`src/rtl/sequenciador_mapas_pkg.sv`:
```
// Shared types for the sensor-reading sequencer that feeds the mapas grid updater.
// Holds the FSM state encoding, the buffered reading record and counter helpers.
package mapas_pkg;

  localparam int TAMANHO_DISTANCIA = 4;
  localparam int LARGURA_CONTADOR  = 16;

  typedef enum logic [1:0] {
    OCIOSO      = 2'd0,
    ENVIA       = 2'd1,
    AGUARDA_FIM = 2'd2,
    CONCLUI     = 2'd3
  } estado_seq_t;

  typedef struct packed {
    logic [TAMANHO_DISTANCIA-1:0] x;
    logic [TAMANHO_DISTANCIA-1:0] y;
    logic                         direcao;
    logic [TAMANHO_DISTANCIA-1:0] frente;
    logic [TAMANHO_DISTANCIA-1:0] direita;
    logic [TAMANHO_DISTANCIA-1:0] esquerda;
  } leitura_t;

  // Progress counters stick at all-ones instead of wrapping back to zero.
  function automatic logic [LARGURA_CONTADOR-1:0] incrementa_saturado(
    input logic [LARGURA_CONTADOR-1:0] valor
  );
    logic [LARGURA_CONTADOR-1:0] resultado;
    if (valor == 16'hFFFF) begin
      resultado = valor;
    end else begin
      resultado = valor + 16'd1;
    end
    return resultado;
  endfunction

endpackage

```
`src/rtl/sequenciador_mapas_if.sv`:
```
// Reading bus from the navigation front end plus the novoDado/operacaoFinalizada
// link to mapas; slave is the sequencer side, master the surrounding environment.
interface sequenciador_mapas_if;
  import mapas_pkg::*;

  logic                         leituraValida;
  logic                         leituraPronta;
  logic [TAMANHO_DISTANCIA-1:0] entradaX;
  logic [TAMANHO_DISTANCIA-1:0] entradaY;
  logic                         entradaDirecao;
  logic [TAMANHO_DISTANCIA-1:0] entradaFrente;
  logic [TAMANHO_DISTANCIA-1:0] entradaDireita;
  logic [TAMANHO_DISTANCIA-1:0] entradaEsquerda;

  logic [TAMANHO_DISTANCIA-1:0] posicaoAtualnoEixoX;
  logic [TAMANHO_DISTANCIA-1:0] posicaoAtualnoEixoY;
  logic                         direcaoAtual;
  logic [TAMANHO_DISTANCIA-1:0] distanciaFrente;
  logic [TAMANHO_DISTANCIA-1:0] distanciaDireita;
  logic [TAMANHO_DISTANCIA-1:0] distanciaEsquerda;
  logic                         novoDado;
  logic                         operacaoFinalizada;

  modport slave (
    input  leituraValida, entradaX, entradaY, entradaDirecao,
           entradaFrente, entradaDireita, entradaEsquerda, operacaoFinalizada,
    output leituraPronta, posicaoAtualnoEixoX, posicaoAtualnoEixoY, direcaoAtual,
           distanciaFrente, distanciaDireita, distanciaEsquerda, novoDado
  );

  modport master (
    output leituraValida, entradaX, entradaY, entradaDirecao,
           entradaFrente, entradaDireita, entradaEsquerda, operacaoFinalizada,
    input  leituraPronta, posicaoAtualnoEixoX, posicaoAtualnoEixoY, direcaoAtual,
           distanciaFrente, distanciaDireita, distanciaEsquerda, novoDado
  );

endinterface

```
`src/rtl/sequenciador_mapas_fila.sv`:
```
// Synchronous FIFO of sensor readings; head is read combinationally, pointers wrap
// naturally because the depth is a power of two.
module fila_leituras
  import mapas_pkg::*;
#(
  parameter int Profundidade = 4
) (
  input  logic                        clock,
  input  logic                        reset,
  input  logic                        push,
  input  logic                        pop,
  input  leitura_t                    dado_entrada,
  output leitura_t                    dado_saida,
  output logic                        cheia,
  output logic                        vazia,
  output logic [$clog2(Profundidade):0] count
);

  localparam int             PW   = $clog2(Profundidade);
  localparam logic [PW:0]    PROF = (PW+1)'(Profundidade);

  logic [PW-1:0] wr_ptr_q, wr_ptr_d;
  logic [PW-1:0] rd_ptr_q, rd_ptr_d;
  logic [PW:0]   count_q, count_d;
  leitura_t      mem_q [Profundidade];
  leitura_t      mem_d [Profundidade];
  logic          push_ok_s;
  logic          pop_ok_s;

  // Pointer and occupancy update; simultaneous push and pop leave count unchanged.
  always_comb begin
    push_ok_s = push && (count_q < PROF);
    pop_ok_s  = pop && (count_q != (PW+1)'(0));
    wr_ptr_d  = wr_ptr_q;
    rd_ptr_d  = rd_ptr_q;
    count_d   = count_q;
    mem_d     = mem_q;
    if (push_ok_s) begin
      mem_d[wr_ptr_q] = dado_entrada;
      wr_ptr_d        = wr_ptr_q + PW'(1);
    end else begin
      wr_ptr_d = wr_ptr_q;
    end
    if (pop_ok_s) begin
      rd_ptr_d = rd_ptr_q + PW'(1);
    end else begin
      rd_ptr_d = rd_ptr_q;
    end
    if (push_ok_s && !pop_ok_s) begin
      count_d = count_q + (PW+1)'(1);
    end else if (pop_ok_s && !push_ok_s) begin
      count_d = count_q - (PW+1)'(1);
    end else begin
      count_d = count_q;
    end
  end

  // Control registers; clearing the pointers discards whatever was queued.
  always_ff @(posedge clock) begin
    if (reset) begin
      wr_ptr_q <= '0;
      rd_ptr_q <= '0;
      count_q  <= '0;
    end else begin
      wr_ptr_q <= wr_ptr_d;
      rd_ptr_q <= rd_ptr_d;
      count_q  <= count_d;
    end
  end

  // Storage array.
  always_ff @(posedge clock) begin
    mem_q <= mem_d;
  end

  assign dado_saida = mem_q[rd_ptr_q];
  assign cheia      = (count_q == PROF);
  assign vazia      = (count_q == (PW+1)'(0));
  assign count      = count_q;

endmodule

```
`src/rtl/sequenciador_mapas.sv`:
```
// Pops buffered sensor readings one at a time and hands each to mapas through the
// novoDado/operacaoFinalizada handshake, with discard, progress and timeout reporting.
module sequenciador_mapas
  import mapas_pkg::*;
#(
  parameter int TamanhoMalha     = 8,
  parameter int ProfundidadeFila = 4,
  parameter int LimiteEspera     = 255
) (
  input  logic                        clock,
  input  logic                        reset,
  sequenciador_mapas_if.slave         bus,
  output logic                        ocupado,
  output logic [LARGURA_CONTADOR-1:0] contadorLeituras,
  output logic [LARGURA_CONTADOR-1:0] contadorDescartes,
  output logic                        erroTimeout
);

  localparam int tamanhoDistancia = TAMANHO_DISTANCIA;
  localparam int PW = $clog2(ProfundidadeFila);
  localparam int EW = $clog2(LimiteEspera + 1);
  localparam logic [PW:0]    PROF      = (PW+1)'(ProfundidadeFila);
  localparam logic [EW-1:0]  LIMITE_M1 = EW'(LimiteEspera - 1);
  // A grid as wide as the coordinate field makes every coordinate legal.
  localparam bit DESCARTE_POSSIVEL = (TamanhoMalha < (1 << tamanhoDistancia));
  localparam logic [tamanhoDistancia-1:0] MALHA_W =
    DESCARTE_POSSIVEL ? tamanhoDistancia'(TamanhoMalha) : {tamanhoDistancia{1'b1}};

  estado_seq_t                 estado_q, estado_d;
  logic [EW-1:0]               espera_q, espera_d;
  leitura_t                    saida_q, saida_d;
  logic                        novo_dado_q, novo_dado_d;
  logic                        ocupado_q, ocupado_d;
  logic                        erro_q, erro_d;
  logic [LARGURA_CONTADOR-1:0] cont_leit_q, cont_leit_d;
  logic [LARGURA_CONTADOR-1:0] cont_desc_q, cont_desc_d;

  leitura_t      entrada_s;
  leitura_t      cabeca_s;
  logic          push_s;
  logic          pop_s;
  logic          cheia_s;
  logic          vazia_s;
  logic [PW:0]   count_s;
  logic          fora_s;

  assign entrada_s = '{x:        bus.entradaX,
                       y:        bus.entradaY,
                       direcao:  bus.entradaDirecao,
                       frente:   bus.entradaFrente,
                       direita:  bus.entradaDireita,
                       esquerda: bus.entradaEsquerda};
  assign push_s = bus.leituraValida && !cheia_s;

  fila_leituras #(
    .Profundidade (ProfundidadeFila)
  ) u_fila (
    .clock        (clock),
    .reset        (reset),
    .push         (push_s),
    .pop          (pop_s),
    .dado_entrada (entrada_s),
    .dado_saida   (cabeca_s),
    .cheia        (cheia_s),
    .vazia        (vazia_s),
    .count        (count_s)
  );

  // Unsigned range check of the head reading against the grid size.
  always_comb begin
    if (DESCARTE_POSSIVEL) begin
      fora_s = (cabeca_s.x >= MALHA_W) || (cabeca_s.y >= MALHA_W);
    end else begin
      fora_s = 1'b0;
    end
  end

  // Sequencer next state, wait counter, counters and output field capture.
  always_comb begin
    estado_d    = estado_q;
    espera_d    = espera_q;
    saida_d     = saida_q;
    erro_d      = erro_q;
    cont_leit_d = cont_leit_q;
    cont_desc_d = cont_desc_q;
    pop_s       = 1'b0;
    case (estado_q)
      OCIOSO: begin
        espera_d = '0;
        if (!vazia_s) begin
          pop_s = 1'b1;
          if (fora_s) begin
            cont_desc_d = incrementa_saturado(cont_desc_q);
          end else begin
            saida_d  = cabeca_s;
            estado_d = ENVIA;
          end
        end else begin
          estado_d = OCIOSO;
        end
      end
      ENVIA: begin
        if (!bus.operacaoFinalizada) begin
          estado_d = AGUARDA_FIM;
          espera_d = '0;
        end else if (espera_q == LIMITE_M1) begin
          erro_d   = 1'b1;
          estado_d = CONCLUI;
          espera_d = '0;
        end else begin
          espera_d = espera_q + EW'(1);
        end
      end
      AGUARDA_FIM: begin
        // Completion is checked first so it wins over a coinciding timeout.
        if (bus.operacaoFinalizada) begin
          cont_leit_d = incrementa_saturado(cont_leit_q);
          estado_d    = CONCLUI;
          espera_d    = '0;
        end else if (espera_q == LIMITE_M1) begin
          erro_d   = 1'b1;
          estado_d = CONCLUI;
          espera_d = '0;
        end else begin
          espera_d = espera_q + EW'(1);
        end
      end
      CONCLUI: begin
        estado_d = OCIOSO;
        espera_d = '0;
      end
      default: begin
        estado_d = OCIOSO;
        espera_d = '0;
      end
    endcase
    // Request rises one cycle after the pop and falls on entry to CONCLUI.
    novo_dado_d = (estado_q != OCIOSO) &&
                  ((estado_d == ENVIA) || (estado_d == AGUARDA_FIM));
    ocupado_d   = (estado_d != OCIOSO);
  end

  // State and output registers.
  always_ff @(posedge clock) begin
    if (reset) begin
      estado_q    <= OCIOSO;
      espera_q    <= '0;
      saida_q     <= '0;
      novo_dado_q <= 1'b0;
      ocupado_q   <= 1'b0;
      erro_q      <= 1'b0;
      cont_leit_q <= '0;
      cont_desc_q <= '0;
    end else begin
      estado_q    <= estado_d;
      espera_q    <= espera_d;
      saida_q     <= saida_d;
      novo_dado_q <= novo_dado_d;
      ocupado_q   <= ocupado_d;
      erro_q      <= erro_d;
      cont_leit_q <= cont_leit_d;
      cont_desc_q <= cont_desc_d;
    end
  end

  assign bus.leituraPronta       = (count_s < PROF);
  assign bus.posicaoAtualnoEixoX = saida_q.x;
  assign bus.posicaoAtualnoEixoY = saida_q.y;
  assign bus.direcaoAtual        = saida_q.direcao;
  assign bus.distanciaFrente     = saida_q.frente;
  assign bus.distanciaDireita    = saida_q.direita;
  assign bus.distanciaEsquerda   = saida_q.esquerda;
  assign bus.novoDado            = novo_dado_q;
  assign ocupado                 = ocupado_q;
  assign contadorLeituras        = cont_leit_q;
  assign contadorDescartes       = cont_desc_q;
  assign erroTimeout             = erro_q;

endmodule

```
`src/flat_wrapper.sv`:
```
// flat-port wrapper written by rule: the top's interface ports become plain ports
module sequenciador_mapas_flat import mapas_pkg::*;
#(
  parameter int TamanhoMalha     = 8,
  parameter int ProfundidadeFila = 4,
  parameter int LimiteEspera     = 255
)
  (clock, reset, ocupado, contadorLeituras, contadorDescartes, erroTimeout, bus_leituraValida, bus_entradaX, bus_entradaY, bus_entradaDirecao, bus_entradaFrente, bus_entradaDireita, bus_entradaEsquerda, bus_operacaoFinalizada, bus_leituraPronta, bus_posicaoAtualnoEixoX, bus_posicaoAtualnoEixoY, bus_direcaoAtual, bus_distanciaFrente, bus_distanciaDireita, bus_distanciaEsquerda, bus_novoDado);
  sequenciador_mapas_if bus_i ();
  input  logic clock;
  input  logic reset;
  output logic ocupado;
  output logic [LARGURA_CONTADOR-1:0] contadorLeituras;
  output logic [LARGURA_CONTADOR-1:0] contadorDescartes;
  output logic erroTimeout;
  input wire logic [$bits(bus_i.leituraValida)-1:0] bus_leituraValida;
  input wire logic [$bits(bus_i.entradaX)-1:0] bus_entradaX;
  input wire logic [$bits(bus_i.entradaY)-1:0] bus_entradaY;
  input wire logic [$bits(bus_i.entradaDirecao)-1:0] bus_entradaDirecao;
  input wire logic [$bits(bus_i.entradaFrente)-1:0] bus_entradaFrente;
  input wire logic [$bits(bus_i.entradaDireita)-1:0] bus_entradaDireita;
  input wire logic [$bits(bus_i.entradaEsquerda)-1:0] bus_entradaEsquerda;
  input wire logic [$bits(bus_i.operacaoFinalizada)-1:0] bus_operacaoFinalizada;
  output wire logic [$bits(bus_i.leituraPronta)-1:0] bus_leituraPronta;
  output wire logic [$bits(bus_i.posicaoAtualnoEixoX)-1:0] bus_posicaoAtualnoEixoX;
  output wire logic [$bits(bus_i.posicaoAtualnoEixoY)-1:0] bus_posicaoAtualnoEixoY;
  output wire logic [$bits(bus_i.direcaoAtual)-1:0] bus_direcaoAtual;
  output wire logic [$bits(bus_i.distanciaFrente)-1:0] bus_distanciaFrente;
  output wire logic [$bits(bus_i.distanciaDireita)-1:0] bus_distanciaDireita;
  output wire logic [$bits(bus_i.distanciaEsquerda)-1:0] bus_distanciaEsquerda;
  output wire logic [$bits(bus_i.novoDado)-1:0] bus_novoDado;
  assign bus_i.leituraValida = bus_leituraValida;
  assign bus_i.entradaX = bus_entradaX;
  assign bus_i.entradaY = bus_entradaY;
  assign bus_i.entradaDirecao = bus_entradaDirecao;
  assign bus_i.entradaFrente = bus_entradaFrente;
  assign bus_i.entradaDireita = bus_entradaDireita;
  assign bus_i.entradaEsquerda = bus_entradaEsquerda;
  assign bus_i.operacaoFinalizada = bus_operacaoFinalizada;
  assign bus_leituraPronta = bus_i.leituraPronta;
  assign bus_posicaoAtualnoEixoX = bus_i.posicaoAtualnoEixoX;
  assign bus_posicaoAtualnoEixoY = bus_i.posicaoAtualnoEixoY;
  assign bus_direcaoAtual = bus_i.direcaoAtual;
  assign bus_distanciaFrente = bus_i.distanciaFrente;
  assign bus_distanciaDireita = bus_i.distanciaDireita;
  assign bus_distanciaEsquerda = bus_i.distanciaEsquerda;
  assign bus_novoDado = bus_i.novoDado;
  sequenciador_mapas #(.TamanhoMalha(TamanhoMalha), .ProfundidadeFila(ProfundidadeFila), .LimiteEspera(LimiteEspera)) u_core (.clock(clock), .reset(reset), .bus(bus_i), .ocupado(ocupado), .contadorLeituras(contadorLeituras), .contadorDescartes(contadorDescartes), .erroTimeout(erroTimeout));
endmodule
```
`config.mk`:
```
export PLATFORM = sky130hd
export DESIGN_NAME = sequenciador_mapas_flat
export DESIGN_NICKNAME = d
export VERILOG_FILES = /design/src/rtl/sequenciador_mapas_pkg.sv /design/src/rtl/sequenciador_mapas_if.sv /design/src/rtl/sequenciador_mapas_fila.sv /design/src/rtl/sequenciador_mapas.sv /design/src/flat_wrapper.sv
export SDC_FILE = /design/constraint.sdc
export NUM_CORES = 1
export LEC_CHECK = 0
export CAP_MARGIN = 25
export CORE_MARGIN = 2
export CORE_UTILIZATION = 55
export CTS_CLUSTER_SIZE = 8
export DETAILED_ROUTE_END_ITERATION = 7
export DONT_BUFFER_PORTS = 1
export PLACE_DENSITY_LB_ADDON = 0.3
export SLEW_MARGIN = 20
export SYNTH_ARGS = -nofsm -noshare
export SYNTH_HDL_FRONTEND = slang
export SYNTH_SLANG_ARGS = --single-unit
```
`constraint.sdc`:
```
create_clock -name clock -period 2.3 [get_ports clock]
set_input_delay 0.23 -clock clock [delete_from_list [all_inputs] [get_ports clock]]
set_output_delay 0.23 -clock clock [all_outputs]
set_load 0.02 [all_outputs]
```
==> run summary, run 1 <==
The run finished with clean final reports. The number of antenna violations at the first check in global routing came out at 0. TritonCTS built the clock tree. The run gives 0 as the number of DRC violations after detailed routing. The worst slew margin relative to its limit came out at 0.600.

For the worst setup path, the data arrival time is 2.49 ns. The die is 110 µm wide. After clock tree synthesis, the clock-pin slew on the worst setup and hold paths is 0.06 ns. Total wirelength of the detailed-routed design: 12300 µm. 0 antenna diodes ended up in the layout. Dividing the detail-routed via count by the number of cells gives 5.78. Largest net degree at the start of global routing: 66.

For the count of boundary I/O pins, the log shows 82. In this design, the critical path's most frequently occurring cell is inv_1. The worst setup path is of the reg -> reg kind. The first-pass GRT wire length came out at 19300 µm.

The total area inside the core boundary comes to 0.0109 mm². The number of global-route vias before repair was 3952; the remaining global-route overflow was 0. The tools report the initial core utilization as 0.566.

In the layout the commonest cells are edfxtp_1 (84), dfxtp_1 (72), nand2_1 (50). Yosys mapped a number of flops with a built-in enable equal to 84. For the final database, setup skew stands at 0.0106 ns.

The number of buffers created by CTS was 17. The logs give 0 for the number of nets still failing antenna checks after routing and 0 for the number of hold-slack violations in the final timing report. The most used flip-flop cell after synthesis is edfxtp_1. The number of port buffers came out at 0. The die height was 110 µm. For the pin with the worst max-slew slack, the measured transition is 0.595 ns. The area growth from synthesis to layout is 19.9%. At the end of routability-driven placement, the weighted congestion stood at 0.784. Power per standard cell area: 1090 mW/mm².

The most common cell after layout, fill and taps aside is edfxtp_1. The clock tree synthesis step divided the H-tree into 4 levels. The leakage power of the design came out at 2.55 nW. Detailed placement finished with a half-perimeter wire length of 7300 µm. The tool flagged a number of max-cap violations equal to 0. At the later pin of the worst-skew pair, clock insertion delay measures 0.43 ns. For the row count, the log shows 38. Yosys mapped the design onto 47 distinct sky130hd cell types. For the worst setup path, the data required time is 2.65 ns. Static timing analysis puts the maximum clock frequency at 0.468 GHz. For flop-to-flop paths, the worst setup slack is 0.16 ns. For this block, the via count after detailed routing is 3986.

After layout, the minimum clock period comes to 2.14 ns. The part of the Yosys area used for sequential elements is 0.643. The logs give 523 for the number of nets in the synthesized netlist and 487 for the post-synthesis instance total. The tools report the count of fill cells added during filler insertion as 776. The kind of capture point of the worst setup path is a flip-flop. Setup repair after global routing left no endpoint under its margin. The proportion of synthesized flip-flops having asynchronous set or reset was 0; the final worst-path setup slack was 0.161 ns.

CTS placed an instance of clkbuf_16 at the clock tree root. The number of max-slew violations in the final report was 0; the final setup TNS was 0 ns. The largest single stage delay on the critical path is 0.45 ns. The tools report the first-pass detailed-route iteration total as 4. The fraction of layout cells with a size suffix above 1 was 0.165; the synthesized area divided by synthesized cell count was 12.7 µm². Once the clock tree was built, the setup fixing pass inserted 0 buffers. Synthesis inferred 157 register bits.

Counting along the longest clock path gives a buffer depth of 2. Setup violations remaining at the end of the flow were counted as 0. The floorplan step defined a die boundary enclosing 0.0121 mm². Kind of cell adding the most delay to the critical path: adder cells. The number of buffers and inverters on the critical path is 2. Along the worst path, the maximum fanout reaches 3. The tools report the type of origin of the critical path as a flip-flop.

The critical path goes through o31a_1 -> inv_1 -> ha_1 -> inv_1 -> fa_1 -> xor2_1 -> or3_1 -> a21oi_1. For this run, the post-layout net count is 573. The maximum resistive drop on vdd is 1030 µV, and the final routed wire length divided by cell count is 17.9 µm. The global-route total usage across every layer is 0.214, and the count of synthesis-stage warnings from yosys is 0. The final period utilization was 0.930. The detailed router finished its first iteration with 346 violations. CTS saw 157 sinks.

Worst min-delay path category: in -> reg. Summing every instance area after synthesis gives 0.00619 mm². For the pre-CTS setup slack, the log shows 0.183 ns.

The cell with the largest stage delay on the worst path was fa_1.
## cell type report
cell class	count	area, µm²	area share
clock buffer	17	425	0.0573
timing repair buffer	52	475	0.0640
clock inverter	15	231	0.0312
multi-input combinational	300	2100	0.283
inverter	9	33.8	0.00455
sequential	157	3990	0.537
tap	140	175	0.0236
## state kept, by name (all words and copies together), names as in the netlist
name and cells:
u_core.bus.posicaoAtualnoEixoY 4, u_core.contadorDescartes 16, u_core.bus.distanciaFrente 4, u_core.bus.novoDado 1, u_core.bus.direcaoAtual 1, u_core.bus.distanciaEsquerda 4
u_core.erroTimeout 1, u_core.bus.posicaoAtualnoEixoX 4, u_core.u_fila.mem_q 84, u_core.u_fila.rd_ptr_q 2, u_core.estado_q 2, u_core.ocupado 1
u_core.contadorLeituras 16, u_core.espera_q 8, u_core.bus.distanciaDireita 4, u_core.u_fila.count 3, u_core.u_fila.wr_ptr_q 2
## timing repair
action | CTS | global route
resized for setup | 0 | 1
hold endpoints to repair | 149 | 0
hold buffers | 22 | 0
endpoints found under the setup margin | 0 | 1
## worst register-to-register path, delay by kind of cell, from the launching register on
kind,cells,cell delay [ns]
fa+ha+maj,2,0.63
simple gates,1,0.30
buf+inv,2,0.16
xor+xnor,1,0.18
compound gates,2,0.46
flops,1,0.35
## per-stage QoR
stage / power [mW] / cells / instance area [µm²] / hold WS [ns] / utilization
5_1_grt: 8.41 / 690 / 7430 / 0.0302 / 0.679
4_1_cts: 8.12 / 690 / 7420 / 0.0194 / 0.678
6_report: 8.06 / 690 / 7430 / 0.0329 / 0.679
3_3_place_gp: 4.89 / 636 / 6520 / 0.305 / 0.596
2_1_floorplan: 4.57 / 487 / 6190 / 0.329 / -
3_5_place_dp: 4.94 / 636 / 6520 / 0.307 / 0.596
## routing by layer
metal,global-route usage,up-vias,share of wire
met4,0.0857,0,0.016
met3,0.0694,17,0.074
met1,0.254,1951,0.41
met5,0,-,0
met2,0.363,127,0.50
li1,-,1891,-
## path summary, 6_finish.rpt
path	from	to	cells after the start
max	u_core.u_fila.count[0]	u_core.u_fila.count[2]	8
min	bus_operacaoFinalizada	u_core.contadorLeituras[2]	2
max reg2reg	u_core.u_fila.count[0]	u_core.u_fila.count[2]	8
min reg2reg	u_core.espera_q[0]	u_core.espera_q[0]	1
## cells in the mapped netlist, types with 5 or more instances
cell,count,area share
a21oi_1,35,0.028
clkbuf_1,16,0.0097
nand2_1,50,0.030
edfxtp_1,84,0.41
nor2_1,46,0.028
nor3_1,5,0.0040
ha_1,10,0.020
o21ai_0,13,0.011
dfxtp_1,73,0.24
nand3_1,13,0.011
xor2_1,21,0.030
nand4_1,11,0.011
and2_1,5,0.0050
inv_1,9,0.0055
mux4_2,19,0.069
and4_1,5,0.0071
or3_1,11,0.011
## power by group
group	internal [mW]	switching, mW
clock	1.95	1.15
combinational	0.651	0.806
sequential	3.24	0.263
## cell families after synthesis
group	share of synthesized area
AND/OR/NAND/NOR	0.142
buffers and inverters	0.0198
AO/OA/AOI/OAI	0.0590
flip-flops	0.643
multiplexers	0.0774
adder cells (fa/ha/maj)	0.0234
XOR/XNOR	0.0353
Power figures use the tool's default switching activity.
==> run 2, diff against run 1 <==
Settings changed: CTS_BUF_LIST from default to sky130_fd_sc_hd__clkbuf_4 sky130_fd_sc_hd__clkbuf_8, PLACE_DENSITY from default to 0.83, PLACE_DENSITY_LB_ADDON 0.3 to default.
==> run 2 against run 1 <==
- hold slack got worse by 0.0067 ns
- largest cell class unchanged
- critical path depth is the same
- sequential power about the same
- via count increased by 2.0%
- clock power decreased by 38%
- sequential share of layout area up 2.0 points
- wire length rose by 5.0%
- first-iteration DRC count rose by 2.6%
- fmax is 2.2% lower
- die area stayed put
- cell count rose by 0.43%
- design area shrank 3.5%
- critical path type unchanged
==> run summary, run 2 (synthesis results as in run 1) <==
The type of origin of the critical path is a flip-flop. Entering global routing, the biggest net connects 66 pins. Clock root buffer: clkbuf_8.

The number of port buffers was 0. For this design the ratio of total power to cell area is 965 mW/mm². After routing, the total negative slack on setup checks comes to 0 ns. In the final layout, flip-flops and latches occupy 0.00399 mm². The clock net sink count came out at 157.

For the total of endpoints with negative setup slack in the final report, the log shows 0. The worst setup path is of the reg -> reg kind. The run gives 0 as the remaining global-route overflow. The run gives 6.91 mW as the power consumption. TritonCTS built the clock tree.

The number of DRC violations after detailed routing was 0; the initial core utilization was 0.566. The run gives 20300 µm as the first-pass GRT wire length. In this run, the number of DRC markers left after iteration 0 of detailed routing was 355. In the layout the commonest cells are edfxtp_1 (84), dfxtp_1 (72), nand2_1 (50). The number of non-filler instances in the completed layout is 693. Clock-pin slew was measured on the worst setup and hold paths at 0.08 ns. Routed signal wires occupy layers up through met4. The final worst clock skew is 0.0108 ns, and the final-layout worst hold slack is 0.0262 ns.

The wire-length estimate of the detail-placed layout is 8040 µm. The register with the most flip-flops in the final layout is u_core.u_fila.mem_q. The run gives 0.45 ns as the clock latency of the later-clocked register in the worst-skew pair.

The logs give 920 µm for the sum of met3 wire segment lengths after detailed routing and 2.57 ns for the worst path arrival time. Across the run, the number of max-cap violations was 0. The logs give 0 for the number of hold-slack violations in the final timing report and 5 for the first-pass detailed-route iteration total. The kind of capture point of the worst setup path is a flip-flop. The tools report the critical path endpoint as u_core.u_fila.count[2]. The area occupied by multi-input gates is 0.00210 mm², and the area of the core is 0.0109 mm². The startpoint identified for the worst register-to-register timing path is u_core.u_fila.count[0]. The worst slew margin relative to its limit is 0.627. Worst min-delay path category: in -> reg. Clock tree synthesis inserted a total of 17 buffers. The flip-flop count of the largest register, all copies and words added was 84; the count of boundary I/O pins was 82. The worst register-to-register path ends at u_core.u_fila.count[2].

The reg2reg setup slack is 0.11 ns, and the fraction of layout cells with a size suffix above 1 is 0.165. The run gives 0.227 as the global-route total usage across every layer. 0 antenna diodes ended up in the layout. At the worst endpoint, the required time is 2.69 ns. The detail route stage leaves a number of antenna-violating nets equal to 0.

The final layout contains routed wiring with a total length of 12900 µm. The die height came out at 110 µm. The die footprint is 0.0121 mm². In this run, placement finished with an instance count of 638. The layout-stage area growth over the synthesis result is 15.6%. The average vias per placed instance was 5.86.

The flow ran to the end, and the final reports show no timing, DRC or antenna violations. Via count: 4064. The H-tree was split into 4 levels. The clock period could shrink to 2.19 ns. The number of global-route vias before repair is 4210, and the number of max-slew violations in the final report is 0. The detailed router put a total of 5180 µm of wire on met1. The final period utilization was 0.950; the final routed wire length divided by cell count was 18.7 µm. From left edge to right edge, the die measures 110 µm.

The number of antenna violations at the first check in global routing is 0. For the final layout net count, the log shows 576. The transition time at the pin with the least slew margin is 0.555 ns. The wire length on met2 was 6710 µm; the final weighted congestion of routability-driven global placement was 0.739.

The count of fill cells added during filler insertion came out at 784. The maximum number of buffers from clock root to sink is 2, and the maximum fanout encountered on the critical timing path is 3. The worst reg-to-reg path cell count was 8. The row count was 38. The run gives 608 µV as the maximum resistive drop on vdd.

Setup repair after global routing left no endpoint under its margin. Leaving out fill and tap cells, the most frequent cell in the layout is edfxtp_1. For this run, the top clock speed supported by timing is 0.457 GHz. In this run the static leakage power is 2.44 nW. Beginning of the critical path: u_core.u_fila.count[0].
-- run 2: changes by cell type in the layout (fill, tap and decap cells not counted), moves of 2 or more --
cell       delta
buf_4         +2
bufinv_16     -4
clkbuf_16    -17
clkbuf_8     +18
clkinv_1      +2
inv_6         -3
-- run 2: timing repair --
action	CTS	global route
hold buffers	23	0
gates resized for setup	0	1
endpoints found under the setup margin	0	2
hold endpoints to repair	149	0
buffers inserted	0	0
-- run 2: metrics by stage --
stage	area (µm²)	worst slack, ns	utilization
finish	7160	0.114	0.655
floorplan	6190	0.0942	-
global placement	6540	0.267	0.598
global route	7160	0.0127	0.655
detailed placement	6540	0.148	0.598
CTS	7150	0.128	0.654
-- run 2: worst min path at each step --
stage | startpoint | end | slack [ns] | cells past startpoint
CTS | bus_operacaoFinalizada | u_core.estado_q[1] | 0.005 | 3
global placement | reset | u_core.bus.posicaoAtualnoEixoY[2] | 0.30 | 1
detailed placement | reset | u_core.bus.distanciaFrente[1] | 0.31 | 1
global route | bus_operacaoFinalizada | u_core.estado_q[1] | 0.04 | 3
finish | bus_operacaoFinalizada | u_core.estado_q[1] | 0.03 | 3
floorplan | bus_entradaEsquerda[0] | u_core.u_fila.mem_q[0] | 0.33 | 0
-- run 2: power breakdown --
group	internal, mW	switching [mW]
clock	0.896	1.02
sequential	3.24	0.258
combinational	0.662	0.834
-- run 2: layout make-up --
type / instances / area share
Sequential cell: 157 / 0.556
Multi-Input combinational cell: 300 / 0.293
Timing Repair Buffer: 55 / 0.0699
Clock buffer: 19 / 0.0356
Tap cell: 140 / 0.0245
Clock inverter: 13 / 0.0159
Inverter: 9 / 0.00472
-- run 2: metal layers --
metal,GRT usage,vias to the layer above
met5,0,-
met4,0.0768,0
met3,0.0752,16
met2,0.401,133
met1,0.258,2021
li1,-,1894
-- run 2: critical path: stages (launching register included) --
cell and delay (ns):
dfxtp_1 0.35, o31a_1 0.32, inv_1 0.09, ha_1 0.19, inv_1 0.07, fa_1 0.44, xor2_1 0.19, or3_1 0.32
a21oi_1 0.14
